`src/rtl/mem_arbiter.sv`:
```
// Two-master round-robin arbiter in front of a single-port synchronous RAM.
// One transaction is in flight at a time. Requests are sampled only in IDLE,
// and every output is registered.
module mem_arbiter #(
    parameter int ADDR_W     = 32,
    parameter int DATA_W     = 32,
    parameter int RD_LATENCY = 1
) (
    input  logic              clk,
    input  logic              rst,
    input  logic              m0_req,
    input  logic              m0_we,
    input  logic [ADDR_W-1:0] m0_addr,
    input  logic [DATA_W-1:0] m0_wdata,
    output logic              m0_ack,
    output logic [DATA_W-1:0] m0_rdata,
    input  logic              m1_req,
    input  logic              m1_we,
    input  logic [ADDR_W-1:0] m1_addr,
    input  logic [DATA_W-1:0] m1_wdata,
    output logic              m1_ack,
    output logic [DATA_W-1:0] m1_rdata,
    output logic              mem_en,
    output logic              mem_we,
    output logic [ADDR_W-1:0] mem_addr,
    output logic [DATA_W-1:0] mem_wdata,
    input  logic [DATA_W-1:0] mem_rdata,
    output logic              busy,
    output logic              owner
);

    localparam int CNT_W = (RD_LATENCY > 1) ? $clog2(RD_LATENCY) : 1;

    typedef enum logic [1:0] {IDLE, ISSUE, WAIT, RESP} state_t;

    state_t             state;
    logic               last;
    logic [CNT_W-1:0]   cnt;
    logic               grant_vld;
    logic               winner;

    // Round-robin pick: a lone requester wins outright; on a tie the master
    // that was not served last wins.
    always_comb begin
        grant_vld = m0_req | m1_req;
        winner    = 1'b0;
        if (m0_req && m1_req)
            winner = ~last;
        else
            winner = m1_req;
    end

    // Transaction FSM with registered handshake, memory and status outputs.
    always_ff @(posedge clk or negedge rst) begin
        if (!rst) begin
            state     <= IDLE;
            last      <= 1'b1;
            cnt       <= '0;
            m0_ack    <= 1'b0;
            m1_ack    <= 1'b0;
            m0_rdata  <= '0;
            m1_rdata  <= '0;
            mem_en    <= 1'b0;
            mem_we    <= 1'b0;
            mem_addr  <= '0;
            mem_wdata <= '0;
            busy      <= 1'b0;
            owner     <= 1'b0;
        end else begin
            case (state)
                IDLE: begin
                    if (grant_vld) begin
                        owner     <= winner;
                        last      <= winner;
                        mem_en    <= 1'b1;
                        mem_we    <= winner ? m1_we    : m0_we;
                        mem_addr  <= winner ? m1_addr  : m0_addr;
                        mem_wdata <= winner ? m1_wdata : m0_wdata;
                        busy      <= 1'b1;
                        state     <= ISSUE;
                    end
                end
                ISSUE: begin
                    mem_en <= 1'b0;
                    cnt    <= '0;
                    if (mem_we) begin
                        // Writes complete as soon as the strobe has been seen.
                        if (owner) m1_ack <= 1'b1;
                        else       m0_ack <= 1'b1;
                        state <= RESP;
                    end else begin
                        state <= WAIT;
                    end
                end
                WAIT: begin
                    if (cnt == CNT_W'(RD_LATENCY - 1)) begin
                        // Only the owner's read-data register is touched.
                        if (owner) begin
                            m1_rdata <= mem_rdata;
                            m1_ack   <= 1'b1;
                        end else begin
                            m0_rdata <= mem_rdata;
                            m0_ack   <= 1'b1;
                        end
                        state <= RESP;
                    end else begin
                        cnt <= cnt + 1'b1;
                    end
                end
                RESP: begin
                    m0_ack <= 1'b0;
                    m1_ack <= 1'b0;
                    busy   <= 1'b0;
                    state  <= IDLE;
                end
                default: begin
                    state <= IDLE;
                end
            endcase
        end
    end

endmodule

```
`config.mk`:
```
export PLATFORM = sky130hd
export DESIGN_NAME = mem_arbiter
export DESIGN_NICKNAME = d
export VERILOG_FILES = /design/src/rtl/mem_arbiter.sv
export SDC_FILE = /design/constraint.sdc
export NUM_CORES = 1
export LEC_CHECK = 0
export ABC_AREA = 1
export ABC_CLOCK_PERIOD_IN_PS = 2020
export BUFFER_PORTS_ARGS = -buffer_cell sky130_fd_sc_hd__clkbuf_2
export CAP_MARGIN = 25
export CORE_UTILIZATION = 45
export CTS_CLUSTER_DIAMETER = 30
export DETAILED_ROUTE_END_ITERATION = 6
export GPL_TIMING_DRIVEN = 0
export PLACE_DENSITY = 0.77
export SETUP_SLACK_MARGIN = 0.2
export SYNTH_ARGS = -nofsm -noshare
export SYNTH_HDL_FRONTEND = slang
export SYNTH_SLANG_ARGS = --single-unit
```
`constraint.sdc`:
```
create_clock -name clk -period 2.02 [get_ports clk]
set_input_delay 0.202 -clock clk [delete_from_list [all_inputs] [get_ports clk]]
set_output_delay 0.202 -clock clk [all_outputs]
set_load 0.005 [all_outputs]
```
==> results.cfg, run 1 <==
[detailed_routing]
antenna_left = 0
routedWlPerCell_um = 13.1
vias = 6428
wl_um = 17900
drc = 0
drtPass1Iterations = 4
via_per_inst = 4.71
drt_iter0_markers = 342

[die]
die_area_um2 = 14900
rows = 43
die_w_um = 122
die_h_um = 122
initial_core_util_pct = 46.5
ios = 300
core_um2 = 14000

[critical_path]
cp.arrival_ns = 2.02
crit_required_ns = 2.37
endpoint_kind = flip-flop
slowest_stage = dfrtp_1
startpoint_type = flip-flop
crit_type = reg -> reg
slowest_delay_ns = 0.40
crit_path_max_fanout = 10
worstPathCellList = inv_1, ha_2, inv_2, nor2_2, buf_4, buf_6, nand3_1, nand2_1

[yosys]
ys_types = 17
synth.yosys.seq_area_share_pct = 52.7
ys_warn_count = 0
syn_nets = 1023
syn_area_um2 = 6510
syn_avg_cell_area_um2 = 7.64
synth_top_family_by_area = simple AND/OR/NAND/NOR gates
synth_compound_area_share_pct = 5.56
synth-simple-area-share_pct = 26.8
syn_inst = 852
synth-xor-area-share_pct = 0
synth.ff_latch_count = 137
synthMuxAreaShare_pct = 0
synthAdderAreaFrac_pct = 0.961

[power_and_ir_drop]
p_sw_mw = 4.89
pwr-share-seq_pct = 37.0
pwr-share-comb_pct = 37.6
leakage_nw = 5.56
ir_drop_v = 0.000675
intPower_mw = 8.56
p_sw_share_pct = 36.4
p_per_area_nw_per_um2 = 1500
clkPwrFrac_pct = 25.5

[clock_network]
cts.clk_slew.worst_paths_ns = 0.06
ctsHtreeMaxLevel = 4
cts_sinks = 137
numCtsBuffers = 17
clockBufferDepth = 2
ctsRootBufferMaster = clkbuf_16
cts_tree = built
clock_latency_ns = 0.42

[sta]
rsz0062_at_grt = false
layout_worst_path_cycle_share_pct = 82.5
setup_ws_ns = 0.353
slew_violations = 0
finClkSkew_ns = 0.00625
setup_viol = 0
max_freq_mhz = 600
min_period_ns = 1.67
maxSlewHeadroom_pct = 70.2
hold_viol_final = 0
worst_pin_slew_ns = 0.447

[outcome]
outcome = completed

[layout]
diodes = 0
stdcell_area_um2 = 8940
finish.net_count = 1342
fin_util_pct = 63.9
synthToLayoutAreaGrowth_pct = 37.4
num-fill-cells = 1272
drive_gt1_share_pct = 31.8

[placed_design]
port_buffers = 298
pre_cts_slack_ns = 0.222
gp_congestion = 0.841
post_dp_cell_area_um2 = 8260
hpwlAfterDp_um = 13600

[global_routing]
first_global_vias = 5944
grt_max_degree = 87
grt_first_pass_wirelength_um = 28100
grtUsageTotal_pct = 24.5
grt_remaining_overflow = 0
antenna_found_initial = 0

[flow_run]
cap_violations = 0

[hold_path]
worstHoldPathType = in -> reg
==> metal layers <==
metal	up-vias	GRT usage (%)	part of all wire, %
li1	3215	-	-
met1	2927	29.9	42
met3	48	4.60	5.7
met5	-	0	0
met4	0	12.6	3.8
met2	238	41.4	49
==> path summary, 6_finish.rpt <==
| path | endpoint | depth (start not counted) | start | slack (ns) |
|---|---|---|---|---|
| max | mem_addr[15] | 8 | state[1] | 0.35 |
| min | m1_rdata[2] | 3 | mem_rdata[2] | 0.03 |
| max reg2reg | mem_addr[15] | 8 | state[1] | 0.35 |
| min reg2reg | mem_addr[0] | 2 | mem_addr[0] | 0.48 |
| max in group asynchronous | m1_rdata[23] | 3 | rst | 0.97 |
| min in group asynchronous | mem_addr[24] | 2 | rst | 0.30 |
==> cells in the mapped netlist <==
library cell  number  share of area (%)
buf_2             23                1.8
dfstp_2            1               0.40
o21ai_4            1               0.25
inv_2              1              0.058
nand3_1          132                 10
dfrtp_1          136                 52
ha_1               5               0.96
buf_1              2               0.12
inv_1            172                9.9
clkbuf_1          14               0.81
nor2_1             1              0.058
nand4_1            1              0.096
nor2_2             1              0.096
buf_6              5               0.87
nand2_1          284                 16
o21ai_0           69                5.3
buf_4              4               0.46
==> kinds of logic (layout without fill, tap and decap cells) <==
| logic type | after synthesis | count (layout) |
|---|---|---|
| AO/OA/AOI/OAI | 70 | 70 |
| flip-flops | 137 | 137 |
| buffers and inverters | 221 | 553 |
| AND/OR/NAND/NOR | 419 | 419 |
| adder cells (fa/ha/maj) | 5 | 5 |
==> power by group through the flow <==
stage	clock, mW	combinational (mW)	sequential, mW
floorplan	0	2.55	5.00
global placement	0	4.94	4.94
detailed placement	0	5.08	4.96
CTS	3.48	5.11	4.96
global route	3.59	5.78	5.11
finish	3.42	5.05	4.97
==> critical path, delay by kind of cell, from the launching register on <==
kind,cells,cell delay (ns)
buffers and inverters,4,0.60
AND/OR/NAND/NOR,3,0.34
adder cells (fa/ha/maj),1,0.27
flip-flops,1,0.40
==> per-stage QoR <==
stage               hold slack [ns]  setup TNS [ns]  std cells  power, mW
CTS                          0.0124               0       1364       13.5
detailed placement            0.187               0       1331       10.0
global placement              0.456         -201.64       1330       9.88
finish                       0.0337               0       1364       13.4
global route                 0.0291               0       1364       14.5
floorplan                   -0.0936               0        852       7.55
==> state kept, by name (all words and copies together), names as in the netlist, 2 cells and up <==
name / flops
m1_rdata: 32
mem_addr: 32
mem_wdata: 32
state: 2
m0_rdata: 32
==> layout by cell type, fill, tap and decap left out, types with 2 or more instances in the layout <==
cell type  netlist  routed
buf_4            4       4
buf_1            2       2
inv_6            0       3
ha_1             5       4
bufinv_16        0       5
clkinv_4         0       3
clkbuf_8         0       2
buf_2           23      23
o21ai_0         69      69
buf_6            5       5
nand2_1        284     284
inv_1          172     172
dfrtp_1        136     136
clkbuf_16        0      17
nand3_1        132     132
clkbuf_1        14       6
clkbuf_2         0     306
==> cell type report <==
| type | instances | area [um2] | share of cell area [%] |
|---|---|---|---|
| Buffer | 48 | 273 | 3.05 |
| Timing Repair Buffer | 300 | 1540 | 17.2 |
| Tap cell | 180 | 225 | 2.52 |
| Inverter | 173 | 649 | 7.26 |
| Clock inverter | 13 | 215 | 2.41 |
| Sequential cell | 137 | 3430 | 38.4 |
| Multi-Input combinational cell | 494 | 2170 | 24.3 |
| Clock buffer | 19 | 443 | 4.95 |
==> timing repair <==
action / CTS / global route
setup buffers: 0 / 0
hold endpoints to repair: 50 / 0
gates resized for setup: 0 / 19
hold buffers: 1 / 0
setup endpoints to repair: 0 / 48
(Power assumes the default switching activity.)
==> run 2, diff against run 1 <==
==> config.mk (replaced) <==
export PLATFORM = sky130hd
export DESIGN_NAME = mem_arbiter
export DESIGN_NICKNAME = d
export VERILOG_FILES = /design/src/rtl/mem_arbiter.sv
export SDC_FILE = /design/constraint.sdc
export NUM_CORES = 1
export LEC_CHECK = 0
export ABC_AREA = 0
export ABC_CLOCK_PERIOD_IN_PS = 1700
export BUFFER_PORTS_ARGS = -buffer_cell sky130_fd_sc_hd__clkbuf_2
export CAP_MARGIN = 25
export CORE_AREA = 2 2 117 119
export CTS_CLUSTER_DIAMETER = 30
export DETAILED_ROUTE_END_ITERATION = 6
export DIE_AREA = 0 0 119 121
export GPL_TIMING_DRIVEN = 0
export PLACE_DENSITY = 0.78
export SETUP_SLACK_MARGIN = 0.2
export SYNTH_ARGS = -nofsm -noshare
export SYNTH_HDL_FRONTEND = slang
export SYNTH_SLANG_ARGS = --single-unit
==> constraint.sdc (replaced) <==
create_clock -name clk -period 1.7 [get_ports clk]
set_input_delay 0.17 -clock clk [delete_from_list [all_inputs] [get_ports clk]]
set_output_delay 0.17 -clock clk [all_outputs]
set_load 0.005 [all_outputs]
==> results.cfg, run 2 <==
[detailed_routing]
vias = 6707
drt_iter0_markers = 527
drtPass1Iterations = 5
wl_um = 26300
via_per_inst = 5.54
routedWlPerCell_um = 21.8
drc = 0
antenna_left = 0

[yosys]
syn_inst = 531
synthFlopType = dfrtp_1
synth_area_leaders = dfrtp_1 59%, mux2_1 12%, nand2_1 8.7%
synth_edf_count = 0
yosys.area.top_type = dfrtp_1
yosys-top-cells-count = 136 x dfrtp_1, 133 x nand2_1, 68 x a31oi_1
syn_nets = 702
syn_avg_cell_area_um2 = 10.9
ys_warn_count = 0
synth.yosys.seq_area_share_pct = 59.5
syn_area_um2 = 5760
yosysMostFrequentCell = dfrtp_1
ys_types = 25
synth_top_area_share_pct = 59.1
synth.ff_latch_count = 137
async_flop_share_pct = 100

[layout]
multi_input_area_um2 = 2630
synthToLayoutAreaGrowth_pct = 88.0
finish.net_count = 1192
final_common_cell = clkbuf_2
layout_common_cells = 299 x clkbuf_2, 144 x dlygate4sd3_1, 135 x dfrtp_1, 132 x nand2_1, 56 x nor2_1
ff_latch_area_um2 = 3430
layout.cells.non_filler = 1210
num-fill-cells = 621
drive_gt1_share_pct = 46.4

[sta]
setup_viol = 0
hold_viol_final = 0
slew_violations = 0
worst_pin_slew_ns = 0.483
max_freq_mhz = 614
maxSlewHeadroom_pct = 67.8
min_period_ns = 1.63
hold-worst-slack_ns = 0.0119
layout_worst_path_cycle_share_pct = 95.9
fin_setup_tns_ns = 0
finClkSkew_ns = 0.0137
rsz0062_at_grt = true

[placed_design]
gp_congestion = 0.822
hpwlAfterDp_um = 12400
port_buffers = 299
dpl.cell_count = 1007

[die]
die_w_um = 119
die_area_um2 = 14400
initial_core_util_pct = 44.0
rows = 42
core_um2 = 13100
die_h_um = 121
ios = 300

[global_routing]
antenna_found_initial = 1
grt_first_pass_wirelength_um = 33300
grt_max_degree = 85
first_global_vias = 6504
grt_remaining_overflow = 0
grtUsageTotal_pct = 29.8

[outcome]
outcome = completed

[clock_network]
cts.clk_slew.worst_paths_ns = 0.06
cts_tree = built
numCtsBuffers = 17
clock_latency_ns = 0.43
cts_sinks = 137
clockBufferDepth = 2
ctsHtreeMaxLevel = 4
ctsRootBufferMaster = clkbuf_16

[power_and_ir_drop]
p_per_area_nw_per_um2 = 1790
ir_drop_v = 0.000832
power_mw = 19.4
leakage_nw = 5.16

[flow_run]
cap_violations = 0

[critical_path]
crit_path_max_fanout = 8
startpoint_type = flip-flop
crit_type = reg -> reg
endpoint_kind = flip-flop
cp.arrival_ns = 1.93
crit_required_ns = 2.00

[hold_path]
worstHoldPathType = in -> reg
==> run 2: cell type report <==
| class | count | area share (%) |
|---|---|---|
| inverter | 4 | 0.139 |
| buffer | 36 | 4.39 |
| timing repair buffer | 471 | 32.0 |
| clock inverter | 11 | 1.35 |
| tap | 176 | 2.03 |
| antenna | 1 | 0.0231 |
| clock buffer | 20 | 4.12 |
| multi-input combinational | 354 | 24.3 |
| sequential | 137 | 31.7 |
==> run 2: worst paths after layout <==
| kind | startpoint | endpoint | slack (ns) | depth (start not counted) |
|---|---|---|---|---|
| worst max-delay path | state[0] | m0_rdata[1] | 0.07 | 6 |
| max in group asynchronous | rst | m0_rdata[16] | 0.67 | 3 |
| worst min-delay path | m0_addr[10] | mem_addr[10] | 0.01 | 3 |
| worst max register to register | state[0] | m0_rdata[1] | 0.07 | 6 |
| min in group asynchronous | rst | mem_addr[29] | 0.26 | 2 |
| worst min register to register | m1_rdata[21] | m1_rdata[21] | 0.50 | 1 |
==> run 2: cells by family after synthesis <==
logic type	count (synthesis)	share of synthesized area, %
AND/OR/NAND/NOR	204	13.5
buffers and inverters	40	4.56
multiplexers	64	12.5
AO/OA/AOI/OAI	81	8.84
flip-flops	137	59.5
adder cells (fa/ha/maj)	5	1.09
==> run 2: where the power goes <==
part           total, mW  switching, mW  internal (mW)  leakage, nW
clock network       3.79           1.45           2.34        0.287
registers           6.21           1.24           4.97         1.57
logic               9.41           4.39           5.03         3.31
total               19.4           7.07           12.3         5.16
==> run 2: critical path, cell delays in order, from the launching register on <==
cell	delay, ns
dfrtp_1	0.39
inv_2	0.12
ha_4	0.17
nor2b_4	0.16
buf_12	0.16
clkbuf_16	0.16
mux2_1	0.33
==> run 2: layer usage <==
| metal | global-route usage, % | vias to the layer above | wire length, um |
|---|---|---|---|
| met4 | 14.1 | 0 | 1530 |
| met1 | 33.9 | 3255 | 8970 |
| met2 | 52.7 | 518 | 13600 |
| met5 | 0 | - | 0 |
| li1 | - | 2795 | - |
| met3 | 7.33 | 139 | 2240 |
==> run 2: repair_timing <==
item,in CTS,in global routing
gates resized for setup,45,121
hold buffers,144,0
setup endpoints to repair,132,133
buffers inserted,7,5
hold endpoints to repair,162,0
gates cloned,1,14
pin swaps,0,2
==> run 2: through the flow <==
stage	setup WS [ns]	instance area [um2]	utilization, %
2_1_floorplan	0.217	5760	-
3_3_place_gp	-1.76	7480	57.2
3_5_place_dp	-0.126	7520	57.4
4_1_cts	0.122	9780	74.8
5_1_grt	0.0202	10800	82.8
6_report	0.0704	10800	82.8
==> run 3, diff against run 2 <==
==> constraint.sdc (replaced) <==
create_clock -name clk -period 1.7 [get_ports clk]
set_input_delay 0.34 -clock clk [delete_from_list [all_inputs] [get_ports clk]]
set_output_delay 0.34 -clock clk [all_outputs]
set_load 0.005 [all_outputs]
==> results.cfg, run 3 (synthesized netlist as in run 2, its figures left out) <==
[critical_path]
reg2regPathDepth = 6
crit_type = reg -> reg
reg2reg_to = m0_rdata[14]
rrSetupSlack_ns = 0.12
cp.arrival_ns = 1.87
crit_required_ns = 2.00
reg2reg_from = state[0]
startpoint_type = flip-flop
crit_path_max_fanout = 8
startpoint = state[0]
endpoint_kind = flip-flop

[die]
rows = 42
core_um2 = 13100
die_area_um2 = 14400
initial_core_util_pct = 44.0
ios = 300
die_h_um = 121
die_w_um = 119

[clock_network]
ctsHtreeMaxLevel = 4
ctsRootBufferMaster = clkbuf_16
clockBufferDepth = 2
numCtsBuffers = 17
cts_sinks = 137
cts.clk_slew.worst_paths_ns = 0.06
cts_tree = built
clock_latency_ns = 0.42

[sta]
finClkSkew_ns = 0.0112
rsz0062_at_grt = true
hold-worst-slack_ns = 0.146
min_period_ns = 1.58
hold_viol_final = 0
worst_pin_slew_ns = 0.458
maxSlewHeadroom_pct = 69.5
max_freq_mhz = 633
slew_violations = 0
layout_worst_path_cycle_share_pct = 92.9
setup_viol = 0

[layout]
fin_util_pct = 69.8
layout_common_cells = 299 x clkbuf_2, 135 x dfrtp_1, 132 x nand2_1, 58 x nor2_1, 52 x a31oi_1
ff_latch_area_um2 = 3430
final_common_cell = clkbuf_2
layout.cells.non_filler = 1062
multi_input_area_um2 = 2500
finish.net_count = 1045
stdcell_area_um2 = 9140
num-fill-cells = 946
drive_gt1_share_pct = 52.1
synthToLayoutAreaGrowth_pct = 58.5
diodes = 0

[global_routing]
grt_max_degree = 85
grtUsageTotal_pct = 23.9
grt_first_pass_wirelength_um = 26600
antenna_found_initial = 0
first_global_vias = 5216
grt_remaining_overflow = 0

[placed_design]
port_buffers = 299
dpl.cell_count = 1007
hpwlAfterDp_um = 12400
post_dp_cell_area_um2 = 7520
gp_congestion = 0.822

[detailed_routing]
antenna_left = 0
drtPass1Iterations = 5
via_per_inst = 5.04
wl_um = 18600
drc = 0
drt_iter0_markers = 297
vias = 5349
routedWlPerCell_um = 17.5

[outcome]
outcome = completed

[power_and_ir_drop]
p_per_area_nw_per_um2 = 1960
ir_drop_v = 0.000869
pwr-share-comb_pct = 45.2
power_mw = 17.9
leakage_nw = 4.50
intPower_mw = 11.8
pwr-share-seq_pct = 33.9
p_sw_share_pct = 34.1
clkPwrFrac_pct = 20.9
p_sw_mw = 6.09

[hold_path]
hold_depth = 3
hold_end = mem_addr[30]
worstHoldPathType = in -> reg
worstHoldStart = m0_addr[30]

[flow_run]
cap_violations = 0
## run 3: changes by cell type in the layout (fill, tap and decap cells not counted), moves of 2 or more
cell	change
a31oi_1	+11
nor2_1	+2
a31oi_4	-6
buf_4	+6
nor2_2	-2
a31oi_2	-5
dlygate4sd3_1	-143
buf_8	-4
clkbuf_16	-4
## run 3: metrics by stage
step                      worst slack, ns  setup TNS [ns]
after floorplan                     0.217               0
after global placement              -1.93         -265.24
after detailed placement           -0.126           -5.63
after CTS                           0.122               0
after global routing               0.0880               0
final                               0.121               0
## run 3: routing by layer
layer / wire (um) / track usage [%] / part of all wire [%] / up-vias
met5: 0 / 0 / 0 / -
met4: 358 / 8.56 / 1.9 / 0
met3: 1260 / 7.24 / 6.8 / 30
met2: 9500 / 41.6 / 51 / 238
met1: 7430 / 28.0 / 40 / 2586
li1: - / - / - / 2495
## run 3: cell type report
type / count / area share [%]
Timing Repair Buffer: 324 / 21.0
Clock buffer: 20 / 4.89
Inverter: 4 / 0.164
Buffer: 36 / 4.97
Clock inverter: 11 / 1.60
Tap cell: 176 / 2.41
Sequential cell: 137 / 37.6
Multi-Input combinational cell: 354 / 27.4
## run 3: power by group through the flow
stage	sequential, mW	clock [mW]	combinational [mW]
floorplan	5.96	0	2.83
global placement	5.84	0	5.59
detailed placement	5.93	0	5.75
CTS	5.92	3.76	6.30
global route	6.23	3.93	8.74
finish	6.06	3.74	8.09
## run 3: worst max path at each step
stage,to,depth (start not counted)
after CTS,m0_rdata[8],6
final,m0_rdata[14],6
after global placement,m1_rdata[21],1
after floorplan,m0_rdata[0],6
after global routing,mem_addr[21],8
after detailed placement,mem_addr[7],7
## run 3: worst max-delay path, stage by stage (launching register included)
cell	delay, ns
dfrtp_1	0.39
inv_2	0.11
ha_4	0.16
nor2b_4	0.16
buf_12	0.16
clkbuf_16	0.16
mux2_4	0.30
## run 3: repair_timing
item,CTS,global route
cloned,1,10
endpoints found under the hold margin,52,0
pin swaps,0,2
buffers inserted,7,5
endpoints found under the setup margin,132,133
hold buffers,1,0
gates resized for setup,45,99
